==> config.mk <==
export PLATFORM = sky130hd
export DESIGN_NAME = branch_predictor
export DESIGN_NICKNAME = d
export VERILOG_FILES = /design/src/rtl/branch_predictor.sv
export SDC_FILE = /design/constraint.sdc
export NUM_CORES = 1
export LEC_CHECK = 0
export CORE_MARGIN = 5
export CORE_UTILIZATION = 26
export CTS_CLUSTER_DIAMETER = 30
export DETAILED_ROUTE_END_ITERATION = 8
export HOLD_SLACK_MARGIN = 0.03
export PLACE_DENSITY = 0.37
export SLEW_MARGIN = 10
export SYNTH_ARGS = -nofsm -noshare
export SYNTH_HDL_FRONTEND = slang
export SYNTH_SLANG_ARGS = --single-unit
export TNS_END_PERCENT = 50
==> constraint.sdc <==
create_clock -name clk -period 10.6 [get_ports clk]
set_input_delay 1.59 -clock clk [delete_from_list [all_inputs] [get_ports clk]]
set_output_delay 1.59 -clock clk [all_outputs]
set_load 0.005 [all_outputs]
==> src/rtl/branch_predictor.sv <==
// rtl/branch_predictor.sv - 2-bit BHT + direct-mapped BTB fetch predictor with MEM-stage resolver
// Optional gshare history indexing of the BHT is enabled by defining BP_GSHARE_EN.
module branch_predictor #(
  parameter int DATA_WIDTH = 32,
  parameter int IDX_WIDTH  = 4
) (
  input  logic                  clk,
  input  logic                  reset,
  input  logic [DATA_WIDTH-1:0] if_pc,
  output logic [DATA_WIDTH-1:0] if_pc_predict,
  output logic                  if_branch_predict,
  input  logic [DATA_WIDTH-1:0] mem_PC,
  input  logic [DATA_WIDTH-1:0] mem_pc_plus_4,
  input  logic [DATA_WIDTH-1:0] mem_pc_target,
  input  logic                  mem_branch,
  input  logic                  mem_taken,
  input  logic [1:0]            mem_jump,
  input  logic [DATA_WIDTH-1:0] mem_pc_predict,
  input  logic                  mem_branch_predict,
  output logic                  mispredict,
  output logic [DATA_WIDTH-1:0] redirect_pc
);

  localparam int ENTRIES = 1 << IDX_WIDTH;
  localparam int TAG_W   = DATA_WIDTH - IDX_WIDTH - 2;

  logic [ENTRIES-1:0][1:0] bht;
  logic [ENTRIES-1:0]      btb_valid;
  logic [TAG_W-1:0]        btb_tag    [ENTRIES];
  logic [DATA_WIDTH-1:0]   btb_target [ENTRIES];

  logic [IDX_WIDTH-1:0] if_idx, if_bht_idx, mem_idx, mem_bht_idx;
  logic [TAG_W-1:0]     if_tag, mem_tag;
  logic                 if_hit;
  logic                 train;
  logic [DATA_WIDTH-1:0] expected_pc;

  // Low PC bits are always word-aligned; the fetch-side taken bit is not needed to resolve.
  logic unused_bits;
  assign unused_bits = ^{if_pc[1:0], mem_PC[1:0], mem_branch_predict};

  assign if_idx  = if_pc[IDX_WIDTH+1:2];
  assign if_tag  = if_pc[DATA_WIDTH-1:IDX_WIDTH+2];
  assign mem_idx = mem_PC[IDX_WIDTH+1:2];
  assign mem_tag = mem_PC[DATA_WIDTH-1:IDX_WIDTH+2];

`ifdef BP_GSHARE_EN
  logic [IDX_WIDTH-1:0] ghr;

  assign if_bht_idx  = if_idx ^ ghr;
  assign mem_bht_idx = mem_idx ^ ghr;

  always_ff @(posedge clk) begin
    if (reset) begin
      ghr <= '0;
    end else if (train) begin
      ghr <= {ghr[IDX_WIDTH-2:0], mem_taken};
    end
  end
`else
  assign if_bht_idx  = if_idx;
  assign mem_bht_idx = mem_idx;
`endif

  assign if_hit            = btb_valid[if_idx] && (btb_tag[if_idx] == if_tag);
  assign if_branch_predict = if_hit && bht[if_bht_idx][1];
  assign if_pc_predict     = if_branch_predict ? btb_target[if_idx]
                                               : if_pc + DATA_WIDTH'(4);

  // A bubble presents all zeros, so predict == plus_4 and no redirect is raised.
  always_comb begin
    mispredict  = 1'b0;
    redirect_pc = '0;
    expected_pc = mem_pc_plus_4;
    if (mem_branch && mem_taken) begin
      expected_pc = mem_pc_target;
    end
    if (!reset && (mem_jump == 2'b00) && (mem_pc_predict != expected_pc)) begin
      mispredict  = 1'b1;
      redirect_pc = expected_pc;
    end
  end

  assign train = !reset && mem_branch && (mem_jump == 2'b00);

  always_ff @(posedge clk) begin
    if (reset) begin
      bht       <= {ENTRIES{2'b01}};
      btb_valid <= '0;
    end else if (train) begin
      if (mem_taken) begin
        if (bht[mem_bht_idx] != 2'b11) begin
          bht[mem_bht_idx] <= bht[mem_bht_idx] + 2'd1;
        end
        btb_valid[mem_idx] <= 1'b1;
      end else if (bht[mem_bht_idx] != 2'b00) begin
        bht[mem_bht_idx] <= bht[mem_bht_idx] - 2'd1;
      end
    end
  end

  // Tag/target need no reset: valid gates every use of them.
  always_ff @(posedge clk) begin
    if (train && mem_taken) begin
      btb_tag[mem_idx]    <= mem_tag;
      btb_target[mem_idx] <= mem_pc_target;
    end
  end

endmodule

; Word level (Yosys, flattened, before mapping)
; Memory sizes are Yosys's and may differ from the RTL's.
; Index checks and enable logic that the tools add are counted.
[classes]
muxes = 21
n_reduce_logical = 15
magnitude_cmp = 3
n_bitwise = 1
mul = 0
shift = 0
add_sub_neg = 3
div = 0
eq_ne = 4
[op_table]
columns = cell, count
row1 = $mux W32, 6
row2 = $bwmux W32, 2
row3 = $add A32 B3 Y32 const B, 1
row4 = $ne A32 B32 Y1, 1
row5 = $eq A26 B26 Y1, 1
row6 = $bmux W2 S4, 2
row7 = $or A16 B16 Y16, 1
row8 = $lt A4 B5 Y1 const B, 2
row9 = $logic_and A1 B1 Y1, 9
row10 = $demux W2 S4, 1
row11 = $mux W2, 3
row12 = $mux W1, 5
row13 = $bmux W1 S4, 1
row14 = $demux W1 S4, 1
row15 = $ge A4 B1 Y1 const B, 1
row16 = $reduce_bool A2 Y1, 2
row17 = $reduce_and A3 Y1, 1
row18 = $add A2 B1 Y2 const B, 1
row19 = $logic_not A2 Y1, 1
row20 = $ne A2 B1 Y1 const B, 1
row21 = $ne A2 B2 Y1 const B, 1
row22 = $reduce_and A2 Y1, 1
row23 = $sub A2 B1 Y2 const B, 1
row24 = $logic_not A1 Y1, 1
[totals]
mem_bits_ro = 0
register_bits = 48
latchBits = 0
word_cells = 66
memories = 2
ramBits = 928
[mem_list]
columns = memory, words, width, rd, rd_ports_with_merged_regs, wr, line
row1 = btb_target, 16, 32, 1, 0, 1, 30  ; logic [DATA_WIDTH-1:0] btb_target [ENTRIES];
row2 = btb_tag, 16, 26, 1, 0, 1, 29  ; logic [TAG_W-1:0] btb_tag [ENTRIES];

; Logic depth before layout (Yosys ltp)
; Gate-level depths: netlist (run 1).
[logic_depth]
depth_word = 7
ltp_mapped = 14
mapped_depth_nobuf = 12

; Least setup slack after synthesis (run 1)
; No wires, ideal clock.
[synth_timing]
kind = input port to flip-flop
from = input port mem_PC[5]
to = memory btb_tag[4][0] in the netlist's numbering, enable pin
slack_ns = 3.639
arrival_time_ns = 6.413
path_stages = 5
required_time_ns = 10.052
cell_sequence = clkbuf_1 nand2b_1 clkbuf_1 or2_2 nor3_1
[synth_lines]
columns = item, line
row1 = from (decl), 12  ; input logic [DATA_WIDTH-1:0] mem_PC,
row2 = to (decl), 29
; Straight into the memory's write port.

; Final worst setup path (run 1)
[layout_timing]
from = input port if_pc[2]
to = output port if_pc_predict[4]
[layout_via]
elab_chain_cells = 5
word_cells_on_any_way = 11
classes_between = 1 x add/sub / 1 x eq/ne / 5 x mux / 2 x reduce/logical / 2 x memory
[layout_rtl]
columns = item, line
row1 = from (decl), 9  ; input logic [DATA_WIDTH-1:0] if_pc,
row2 = $mem_v2 Z16 W26 or $bmux W1 S4 (tied branches), n/a
row3 = $eq A26 B26 Y1 or $mux W1 (tied branches), 65  ; assign if_hit = btb_valid[if_idx] && (btb_tag[if_idx] == if_tag);
row4 = $logic_and A1 B1 Y1, 65
row5 = $logic_and A1 B1 Y1, 66  ; assign if_branch_predict = if_hit && bht[if_bht_idx][1];
row6 = $mux W32 (*), 67  ; assign if_pc_predict = if_branch_predict ? btb_target[if_idx]
row7 = to (decl), 10  ; output logic [DATA_WIDTH-1:0] if_pc_predict,
; Every way passes the cells marked *; elsewhere a longest branch is shown, timed or not. The select of a mux whose other input is x is not followed.

==> flow_metrics.env, run 1 <==
export IMPL_ys_ff_latch=976
export IMPL_fin_tns_setup_ns=0
export IMPL_cts_resized=0
export IMPL_max_freq_mhz=118
export IMPL_num_nets_final=2625
export IMPL_core_area_sq_um=154000
export IMPL_leakagePower_nw=18.0
export IMPL_track_usage_pct=15.7
export IMPL_yosysTopAreaCell="edfxtp_1"
export IMPL_synth_edf_count=928
export IMPL_ir_drop_v=0.000177
export IMPL_synth_cell_type_count=71
export IMPL_fill_cells=14429
export IMPL_htreeDepth=5
export IMPL_crit_end="if_pc_predict[4]"
export IMPL_ioPinCount=233
export IMPL_drt_wl_total_microns=129000
export IMPL_vias=21892
export IMPL_dp_slack_ns=2.01
export IMPL_slowest_delay_ns=0.66
export IMPL_grt_pass1_vias=24068
export IMPL_crit_path_end_kind="output port"
export IMPL_drive_above_1_share_pct=29.1
export IMPL_syn2layout_area_growth_pct=34.2
export IMPL_fp_dieW_microns=403
export IMPL_clkLatencyLatePin_ns=0.84
export IMPL_yosys_cell_count_top_type="edfxtp_1"
export IMPL_p_per_area_nw_per_um2=236
export IMPL_cp_startpoint="if_pc[2]"
export IMPL_syn_num_nets=2174
export IMPL_place_gp_congestion=0.777
export IMPL_synth_async_reset_ratio_pct=0
export IMPL_synth_top_cell_area_share_pct=69.5
export IMPL_maxSlewViolCount=0
export IMPL_ys_flop_type="edfxtp_1"
export IMPL_io_buffers=229
export IMPL_drtIter0Drc=1644
export IMPL_final_hold_violation_count=0
export IMPL_place_hpwl_microns=75600
export IMPL_clock_path_buffers=4
export IMPL_placed_cells=4218
export IMPL_cts_hold_fix_buffers=0
export IMPL_maxCapViolCount=0
export IMPL_tightest_slew_ns=1.06
export IMPL_critPathRequiredTime_ns=9.01
export IMPL_grt_max_degree=109
export IMPL_grt_overflow_total=0
export IMPL_wire_per_inst_microns=27.4
export IMPL_fin_ws_ns=2.13
export IMPL_cts_made_buffers=279
export IMPL_cts_root_buf="clkbuf_16"
export IMPL_cts_num_sinks=976
export IMPL_final_setup_viol_count=0
export IMPL_avgSynthCellArea_sq_um=20.0
export IMPL_antenna_found_initial=17
export IMPL_reg2reg_slack_ns=7.21
export IMPL_status="completed"
export IMPL_relSlewSlack_pct=29.2
export IMPL_design_die_area_sq_um=162000
export IMPL_post_route_period_util_pct=79.9
export IMPL_grt_pass1_wl_microns=181000
export IMPL_crit_chain="buf_8 > buf_4 > mux4_2 > mux2i_1 > o32ai_1 > o21ai_0 > nand2_1 > nor4_2 > nand4_4 > buf_4 > mux2_4 > clkdlybuf4s50_1"
export IMPL_ant_nets=0
export IMPL_cp_arrival_ns=6.88
export IMPL_firstDrtPassIters=7
export IMPL_drc=0
export IMPL_row_count=144
export IMPL_instances_no_fill=4704
export IMPL_cts_setup_buffers=0
export IMPL_crit_type="primary input to output port"
export IMPL_yosys_top_cells_count="928 x edfxtp_1, 244 x mux4_2, 114 x mux2i_1"
export IMPL_ys_warn_count=0
export IMPL_synth_yosys_seq_area_share_pct=71.9
export IMPL_reg2regPathDepth=12
export IMPL_cpMostUsedCell="buf_4"
export IMPL_cts_tree="done"
export IMPL_hp_class="register to register"
export IMPL_min_period_ns=8.47
export IMPL_crit_slowest_cell="nand4_4"
export IMPL_grt_setup_unrepaired="false"
export IMPL_viasPerCell=4.65
export IMPL_cp_max_fo=71
export IMPL_start_util_pct=26.1
export IMPL_dieHeight_microns=403
export IMPL_synthesis_instances=2004
export IMPL_cp_start_kind="primary input"
export IMPL_clk_pin_slew_ns=0.04
export IMPL_synthTopCellsByArea="edfxtp_1 70%, mux4_2 14%, mux2i_1 2.8%"
export IMPL_clock_skew_ns=0.00693
export IMPL_netlist_area_sq_um=40100
worst max-delay path, delay by kind of cell:
| kind | cells | cell delay (ns) |
|---|---|---|
| buffers and inverters | 4 | 2.19 |
| muxes | 3 | 1.32 |
| and+or+nand+nor | 3 | 1.13 |
| AOI/OAI and AO/OA | 2 | 0.49 |
metrics by stage:
stage | instance area (sq um) | power (mW) | hold WS (ns) | util, %
after floorplan | 40100 | 4.59 | 0.435 | -
after global placement | 44800 | 4.86 | 0.446 | 29.2
after detailed placement | 44800 | 4.87 | 0.454 | 29.2
after CTS | 53800 | 12.8 | 0.466 | 35.0
after global routing | 53800 | 13.1 | 0.488 | 35.0
final | 53800 | 12.7 | 0.464 | 35.0
layout make-up:
class                      instances  area (sq um)  area share [%]
clock inverter                   155          1620            3.00
timing repair buffer             281          2700            5.02
tap                             2044          2560            4.75
inverter                          17          65.1           0.121
sequential                       976         28800            53.6
clock buffer                     325          7310            13.6
multi-input combinational        900         10700            19.9
antenna                            6          15.0          0.0279
cell usage in the layout, fill, tap and decap left out, types with 8 or more instances in the layout:
master | netlist | routed
clkinv_1 | 0 | 47
nor4_1 | 15 | 13
mux2_4 | 29 | 29
clkinvlp_4 | 0 | 8
nor3_1 | 18 | 14
nand3_1 | 14 | 14
nor2_1 | 106 | 94
dfxtp_1 | 48 | 48
bufinv_16 | 0 | 33
clkdlybuf4s50_1 | 0 | 225
clkbuf_1 | 39 | 37
o21ai_0 | 18 | 18
xor2_1 | 19 | 19
nor2b_1 | 22 | 22
nand4_1 | 12 | 12
clkbuf_16 | 0 | 285
nand2b_1 | 8 | 8
nor2_4 | 0 | 12
a22o_1 | 14 | 14
clkinv_2 | 0 | 54
a211o_1 | 17 | 17
mux4_1 | 11 | 11
mux2i_1 | 114 | 114
inv_1 | 17 | 16
nand2_1 | 41 | 40
a21oi_1 | 24 | 24
xnor2_1 | 67 | 66
mux4_2 | 244 | 244
edfxtp_1 | 928 | 928
a22oi_1 | 19 | 19
buf_4 | 14 | 51
state kept, by name (all words and copies together) (netlist names), named ones only:
register	count
bht	16
btb_tag	416
btb_target	512
btb_valid	16
how the worst min path moves through the flow:
| stage | startpoint | end | slack [ns] | cells past startpoint |
|---|---|---|---|---|
| CTS | btb_valid[12]$_SDFFE_PP0P_ | btb_valid[12]$_SDFFE_PP0P_ | 0.47 | 2 |
| detailed placement | btb_valid[12]$_SDFFE_PP0P_ | btb_valid[12]$_SDFFE_PP0P_ | 0.45 | 2 |
| global route | btb_valid[12]$_SDFFE_PP0P_ | btb_valid[12]$_SDFFE_PP0P_ | 0.49 | 2 |
| floorplan | btb_valid[10]$_SDFFE_PP0P_ | btb_valid[10]$_SDFFE_PP0P_ | 0.43 | 2 |
| global placement | btb_valid[6]$_SDFFE_PP0P_ | btb_valid[6]$_SDFFE_PP0P_ | 0.45 | 2 |
| finish | btb_valid[1]$_SDFFE_PP0P_ | btb_valid[1]$_SDFFE_PP0P_ | 0.46 | 2 |
metal layers:
layer  GRT usage (%)  wire length, microns
met1            20.8                 56800
met2            25.6                 62200
met3            3.98                  6990
met4            4.87                  3050
met5               0                    34
kinds of logic (layout without fill, tap and decap cells):
group           after synthesis  after routing  synth area share, %
compound gates              140            140                 2.51
xor+xnor                     86             86                 1.88
fa+ha+maj                     3              3               0.0936
buf+inv                     128            778                 1.79
flops                       976            976                 71.9
mux                         405            405                 18.6
other cells                   0              6                    0
simple gates                266            266                 3.27
power by group:
group	internal, mW	leakage (nW)	total [mW]	switching, mW
Combinational	0.236	4.86	0.544	0.309
Clock	5.63	4.39	7.88	2.25
Sequential	4.25	8.73	4.25	0.00183
Total	10.1	18.0	12.7	2.56
No activity file was read; power rests on OpenSTA's default activity.
==> run 2: changes to the inputs <==
==> constraint.sdc (replaced) <==
create_clock -name clk -period 8.3 [get_ports clk]
set_input_delay 1.245 -clock clk [delete_from_list [all_inputs] [get_ports clk]]
set_output_delay 1.245 -clock clk [all_outputs]
set_load 0.005 [all_outputs]
==> flow_metrics.env, run 2 (synthesized netlist as in run 1, its figures left out) <==
export IMPL_crit_chain="buf_8 > buf_4 > mux4_1 > a22o_1 > a221oi_1 > xor2_1 > nand4bb_1 > nor4_2 > nand4_4 > buf_12 > mux2_4 > clkdlybuf4s50_1"
export IMPL_drt_wl_total_microns=130000
export IMPL_leakagePower_nw=18.0
export IMPL_cts_tree="done"
export IMPL_tightest_slew_ns=1.04
export IMPL_clock_path_buffers=4
export IMPL_p_sw_share_pct=20.3
export IMPL_design_die_area_sq_um=162000
export IMPL_clkLatencyLatePin_ns=0.85
export IMPL_wire_per_inst_microns=27.7
export IMPL_max_freq_mhz=138
export IMPL_htreeDepth=5
export IMPL_maxSlewViolCount=0
export IMPL_viasPerCell=4.66
export IMPL_dpl_instance_area_sq_um=45000
export IMPL_fp_dieW_microns=403
export IMPL_largest_reg_flops=512
export IMPL_crit_path_end_kind="output port"
export IMPL_grt_max_degree=77
export IMPL_critPathRequiredTime_ns=7.05
export IMPL_min_period_ns=7.23
export IMPL_final_common_cell="edfxtp_1"
export IMPL_cts_root_buf="clkbuf_16"
export IMPL_p_switching_mw=3.32
export IMPL_start_util_pct=26.1
export IMPL_drive_above_1_share_pct=29.5
export IMPL_cp_arrival_ns=5.98
export IMPL_reg_top3="btb_target x512, btb_tag x416"
export IMPL_core_area_sq_um=154000
export IMPL_grt_pass1_vias=24249
export IMPL_p_per_area_nw_per_um2=303
export IMPL_final_hold_violation_count=0
export IMPL_ant_nets=0
export IMPL_placed_cells=4224
export IMPL_fin_tns_setup_ns=0
export IMPL_clk_pin_slew_ns=0.04
export IMPL_track_usage_pct=15.9
export IMPL_finalPower_mw=16.3
export IMPL_crit_type="primary input to output port"
export IMPL_io_buffers=229
export IMPL_num_nets_final=2629
export IMPL_finish_instance_area_sq_um=54000
export IMPL_post_route_period_util_pct=87.1
export IMPL_clock_skew_ns=0.0151
export IMPL_internal_power_mw=13.0
export IMPL_post_route_util_pct=35.1
export IMPL_drtIter0Drc=1398
export IMPL_largest_register="btb_target"
export IMPL_fin_hold_ws_ns=0.461
export IMPL_place_gp_congestion=0.799
export IMPL_clockPowerShare_pct=62.5
export IMPL_grt_pass1_wl_microns=182000
export IMPL_hp_class="register to register"
export IMPL_row_count=144
export IMPL_grt_setup_unrepaired="false"
export IMPL_dp_slack_ns=1.01
export IMPL_final_cell_mix="928 x edfxtp_1, 281 x clkbuf_16, 244 x mux4_2"
export IMPL_ioPinCount=233
export IMPL_relSlewSlack_pct=30.3
export IMPL_fin_ws_ns=1.07
export IMPL_slowest_delay_ns=0.62
export IMPL_comb_power_share_pct=4.3
export IMPL_status="completed"
export IMPL_final_setup_viol_count=0
export IMPL_grt_overflow_total=0
export IMPL_crit_slowest_cell="nand4_4"
export IMPL_cp_start_kind="primary input"
export IMPL_cp_max_fo=41
export IMPL_cts_num_sinks=976
export IMPL_cts_made_buffers=277
export IMPL_seqPwrFrac_pct=33.2
export IMPL_drc=0
export IMPL_firstDrtPassIters=8
export IMPL_cts_hold_fix_buffers=0
export IMPL_ir_drop_v=0.000226
export IMPL_place_hpwl_microns=76100
export IMPL_syn2layout_area_growth_pct=34.7
export IMPL_cts_resized=0
export IMPL_maxCapViolCount=0
export IMPL_instances_no_fill=4701
export IMPL_vias=21912
export IMPL_cts_setup_buffers=0
export IMPL_worst_path_buf_inv=4
export IMPL_cp_top_family="buffers and inverters"
export IMPL_reg2reg_slack_ns=5.07
export IMPL_antenna_found_initial=17
export IMPL_dieHeight_microns=403
run 2: changes by cell type in the layout (fill, tap and decap cells not counted), moves of 3 or more:
cell | before | now
clkinvlp_4 | 8 | 25
clkbuf_16 | 285 | 281
buf_12 | 1 | 8
bufinv_16 | 33 | 38
clkinv_2 | 54 | 41
clkbuf_1 | 37 | 34
clkinv_1 | 47 | 34
run 2: worst paths after layout:
| check | startpoint | end | cells past startpoint |
|---|---|---|---|
| min reg2reg | btb_valid[6]$_SDFFE_PP0P_ | btb_valid[6]$_SDFFE_PP0P_ | 2 |
| min | btb_valid[6]$_SDFFE_PP0P_ | btb_valid[6]$_SDFFE_PP0P_ | 2 |
| max | if_pc[3] | if_pc_predict[18] | 12 |
| max reg2reg | bht[31]$_SDFFE_PP0P_ | register | 9 |
run 2: cell type report:
type / count / area (sq um)
diodes: 6 / 15.0
clock buffers: 320 / 7230
clock inverters: 151 / 1790
fillers: 14401 / 99700
inverters: 17 / 65.1
multi-input cells: 900 / 10700
flip-flops and latches: 976 / 28800
well taps: 2044 / 2560
repair buffers: 287 / 2830
run 2: layer usage:
layer	GRT usage, %	routed length (microns)	vias to the layer above
met2	26.0	62600	741
met3	4.09	7880	222
met5	0	27	-
met4	4.44	2770	4
li1	-	-	9286
met1	21.0	57100	11659
run 2: worst reg2reg max path: stages (launching register included):
cell     delay, ns
dfxtp_1       0.31
mux4_2        0.49
mux4_2        0.56
ha_1          0.21
mux2i_1       0.12
and3_1        0.28
nand3_1       0.29
nor3_1        0.48
nor2b_1       0.09
a211o_1       0.27
run 2: power groups by stage:
| stage | Sequential, mW | Combinational [mW] | Clock [mW] |
|---|---|---|---|
| 3_5_place_dp | 5.50 | 0.718 | 0 |
| 6_report | 5.42 | 0.699 | 10.2 |
| 3_3_place_gp | 5.50 | 0.713 | 0 |
| 2_1_floorplan | 5.50 | 0.362 | 0 |
| 4_1_cts | 5.42 | 0.721 | 10.4 |
| 5_1_grt | 5.42 | 0.752 | 10.7 |
==> run 3: changes to the inputs <==
--- a/config.mk
+++ b/config.mk
@@ -5,12 +5,13 @@
 export SDC_FILE = /design/constraint.sdc
 export NUM_CORES = 1
 export LEC_CHECK = 0
+export ABC_CLOCK_PERIOD_IN_PS = 8300
 export CORE_MARGIN = 5
 export CORE_UTILIZATION = 26
 export CTS_CLUSTER_DIAMETER = 30
 export DETAILED_ROUTE_END_ITERATION = 8
-export HOLD_SLACK_MARGIN = 0.03
 export PLACE_DENSITY = 0.37
+export REMOVE_ABC_BUFFERS = 1
 export SLEW_MARGIN = 10
 export SYNTH_ARGS = -nofsm -noshare
 export SYNTH_HDL_FRONTEND = slang
==> flow_metrics.env, run 3 (synthesized netlist as in run 1, its figures left out) <==
export IMPL_cts_root_buf="clkbuf_16"
export IMPL_final_setup_viol_count=0
export IMPL_syn2layout_area_growth_pct=32.2
export IMPL_maxSlewViolCount=0
export IMPL_instances_no_fill=4655
export IMPL_reg_top3="btb_target x512, btb_tag x416"
export IMPL_drive_above_1_share_pct=28.4
export IMPL_relSlewSlack_pct=22.3
export IMPL_viasPerCell=4.62
export IMPL_firstDrtPassIters=5
export IMPL_largest_reg_flops=512
export IMPL_num_nets_final=2572
export IMPL_grt_max_degree=65
export IMPL_grt_pass1_vias=23719
export IMPL_fp_dieW_microns=403
export IMPL_clock_skew_ns=0.0473
export IMPL_ir_drop_v=0.000219
export IMPL_crit_type="primary input to output port"
export IMPL_core_area_sq_um=154000
export IMPL_clkLatencyLatePin_ns=0.81
export IMPL_final_hold_violation_count=0
export IMPL_maxCapViolCount=0
export IMPL_fin_tns_setup_ns=0
export IMPL_post_route_util_pct=34.5
export IMPL_cts_hold_fix_buffers=0
export IMPL_finish_instance_area_sq_um=53000
export IMPL_htreeDepth=4
export IMPL_place_hpwl_microns=76000
export IMPL_p_per_area_nw_per_um2=288
export IMPL_critPathRequiredTime_ns=7.05
export IMPL_cp_arrival_ns=5.90
export IMPL_io_buffers=229
export IMPL_ant_nets=0
export IMPL_design_die_area_sq_um=162000
export IMPL_finalPower_mw=15.3
export IMPL_wire_per_inst_microns=27.8
export IMPL_cts_setup_buffers=0
export IMPL_vias=21485
export IMPL_placed_cells=4216
export IMPL_leakagePower_nw=17.5
export IMPL_max_freq_mhz=140
export IMPL_drtIter0Drc=1555
export IMPL_clk_pin_slew_ns=0.04
export IMPL_grt_pass1_wl_microns=181000
export IMPL_row_count=144
export IMPL_status="completed"
export IMPL_tightest_slew_ns=1.16
export IMPL_cts_num_sinks=976
export IMPL_hp_class="register to register"
export IMPL_ioPinCount=233
export IMPL_fill_cells=14490
export IMPL_final_cell_mix="928 x edfxtp_1, 244 x mux4_2, 231 x clkbuf_16"
export IMPL_cp_start_kind="primary input"
export IMPL_antenna_found_initial=14
export IMPL_dpl_instance_area_sq_um=44900
export IMPL_post_route_period_util_pct=86.1
export IMPL_grt_overflow_total=0
export IMPL_largest_register="btb_target"
export IMPL_start_util_pct=26.1
export IMPL_clock_path_buffers=3
export IMPL_cts_resized=0
export IMPL_drc=0
export IMPL_grt_setup_unrepaired="false"
export IMPL_cp_max_fo=58
export IMPL_cts_made_buffers=228
export IMPL_track_usage_pct=15.8
export IMPL_final_common_cell="edfxtp_1"
export IMPL_place_gp_congestion=0.813
export IMPL_drt_wl_total_microns=129000
export IMPL_cts_tree="done"
export IMPL_min_period_ns=7.15
export IMPL_crit_path_end_kind="output port"
export IMPL_dieHeight_microns=403
-- run 3: cell types whose count changed in the layout (fill, tap and decap cells not counted), moves of 2 or more --
cell | before | now
buf_12 | 8 | 10
buf_4 | 50 | 40
bufinv_16 | 38 | 41
clkbuf_1 | 34 | 29
clkbuf_16 | 281 | 231
clkbuf_8 | 5 | 2
clkinv_1 | 34 | 38
clkinv_16 | 0 | 7
clkinv_2 | 41 | 48
nor4_1 | 13 | 15
nor4_2 | 4 | 2
-- run 3: final cells by class --
type,count,area [sq um],area share [%]
repair buffers,279,2790,5.27
well taps,2044,2560,4.82
clock inverters,171,2140,4.04
flip-flops and latches,976,28800,54.4
inverters,17,65.1,0.123
multi-input cells,900,10700,20.2
diodes,6,15.0,0.0283
clock buffers,262,5920,11.2
-- run 3: worst max-delay path, stage by stage --
cell	delay [ns]
buf_8	0.49
buf_4	0.46
mux4_2	0.55
mux2i_1	0.42
o32ai_1	0.24
o21ai_0	0.38
nand2_1	0.14
nor4_2	0.34
nand4_4	0.11
buf_4	0.39
mux2_4	0.42
clkdlybuf4s50_1	0.53
-- run 3: worst paths after layout --
check                                               start                         to  slack, ns  depth (start not counted)
worst max-delay path                             if_pc[2]           if_pc_predict[8]       1.15                         12
worst min-delay path            btb_valid[5]$_SDFFE_PP0P_  btb_valid[5]$_SDFFE_PP0P_       0.46                          2
worst max register to register                   register                   register       4.86                         12
worst min register to register  btb_valid[5]$_SDFFE_PP0P_  btb_valid[5]$_SDFFE_PP0P_       0.46                          2
-- run 3: power by group --
group          leakage (nW)  internal [mW]  switching, mW
Combinational          4.88          0.302          0.395
Clock                  3.87           6.34           2.82
Sequential             8.73           5.42        0.00232
Total                  17.5           12.1           3.21
-- run 3: per-layer routing --
metal | up-vias | wire (microns) | track usage (%)
li1 | 9168 | - | -
met1 | 11469 | 55800 | 20.4
met2 | 656 | 62900 | 26.2
met3 | 188 | 8150 | 4.55
met4 | 4 | 2590 | 4.31
met5 | - | 23 | 0
-- run 3: stage by stage --
step / setup WS [ns] / hold WS [ns]
3_5_place_dp: 1.07 / 0.458
6_report: 1.15 / 0.462
2_1_floorplan: 1.76 / 0.435
4_1_cts: 1.06 / 0.467
5_1_grt: 0.896 / 0.496
3_3_place_gp: 1.02 / 0.444
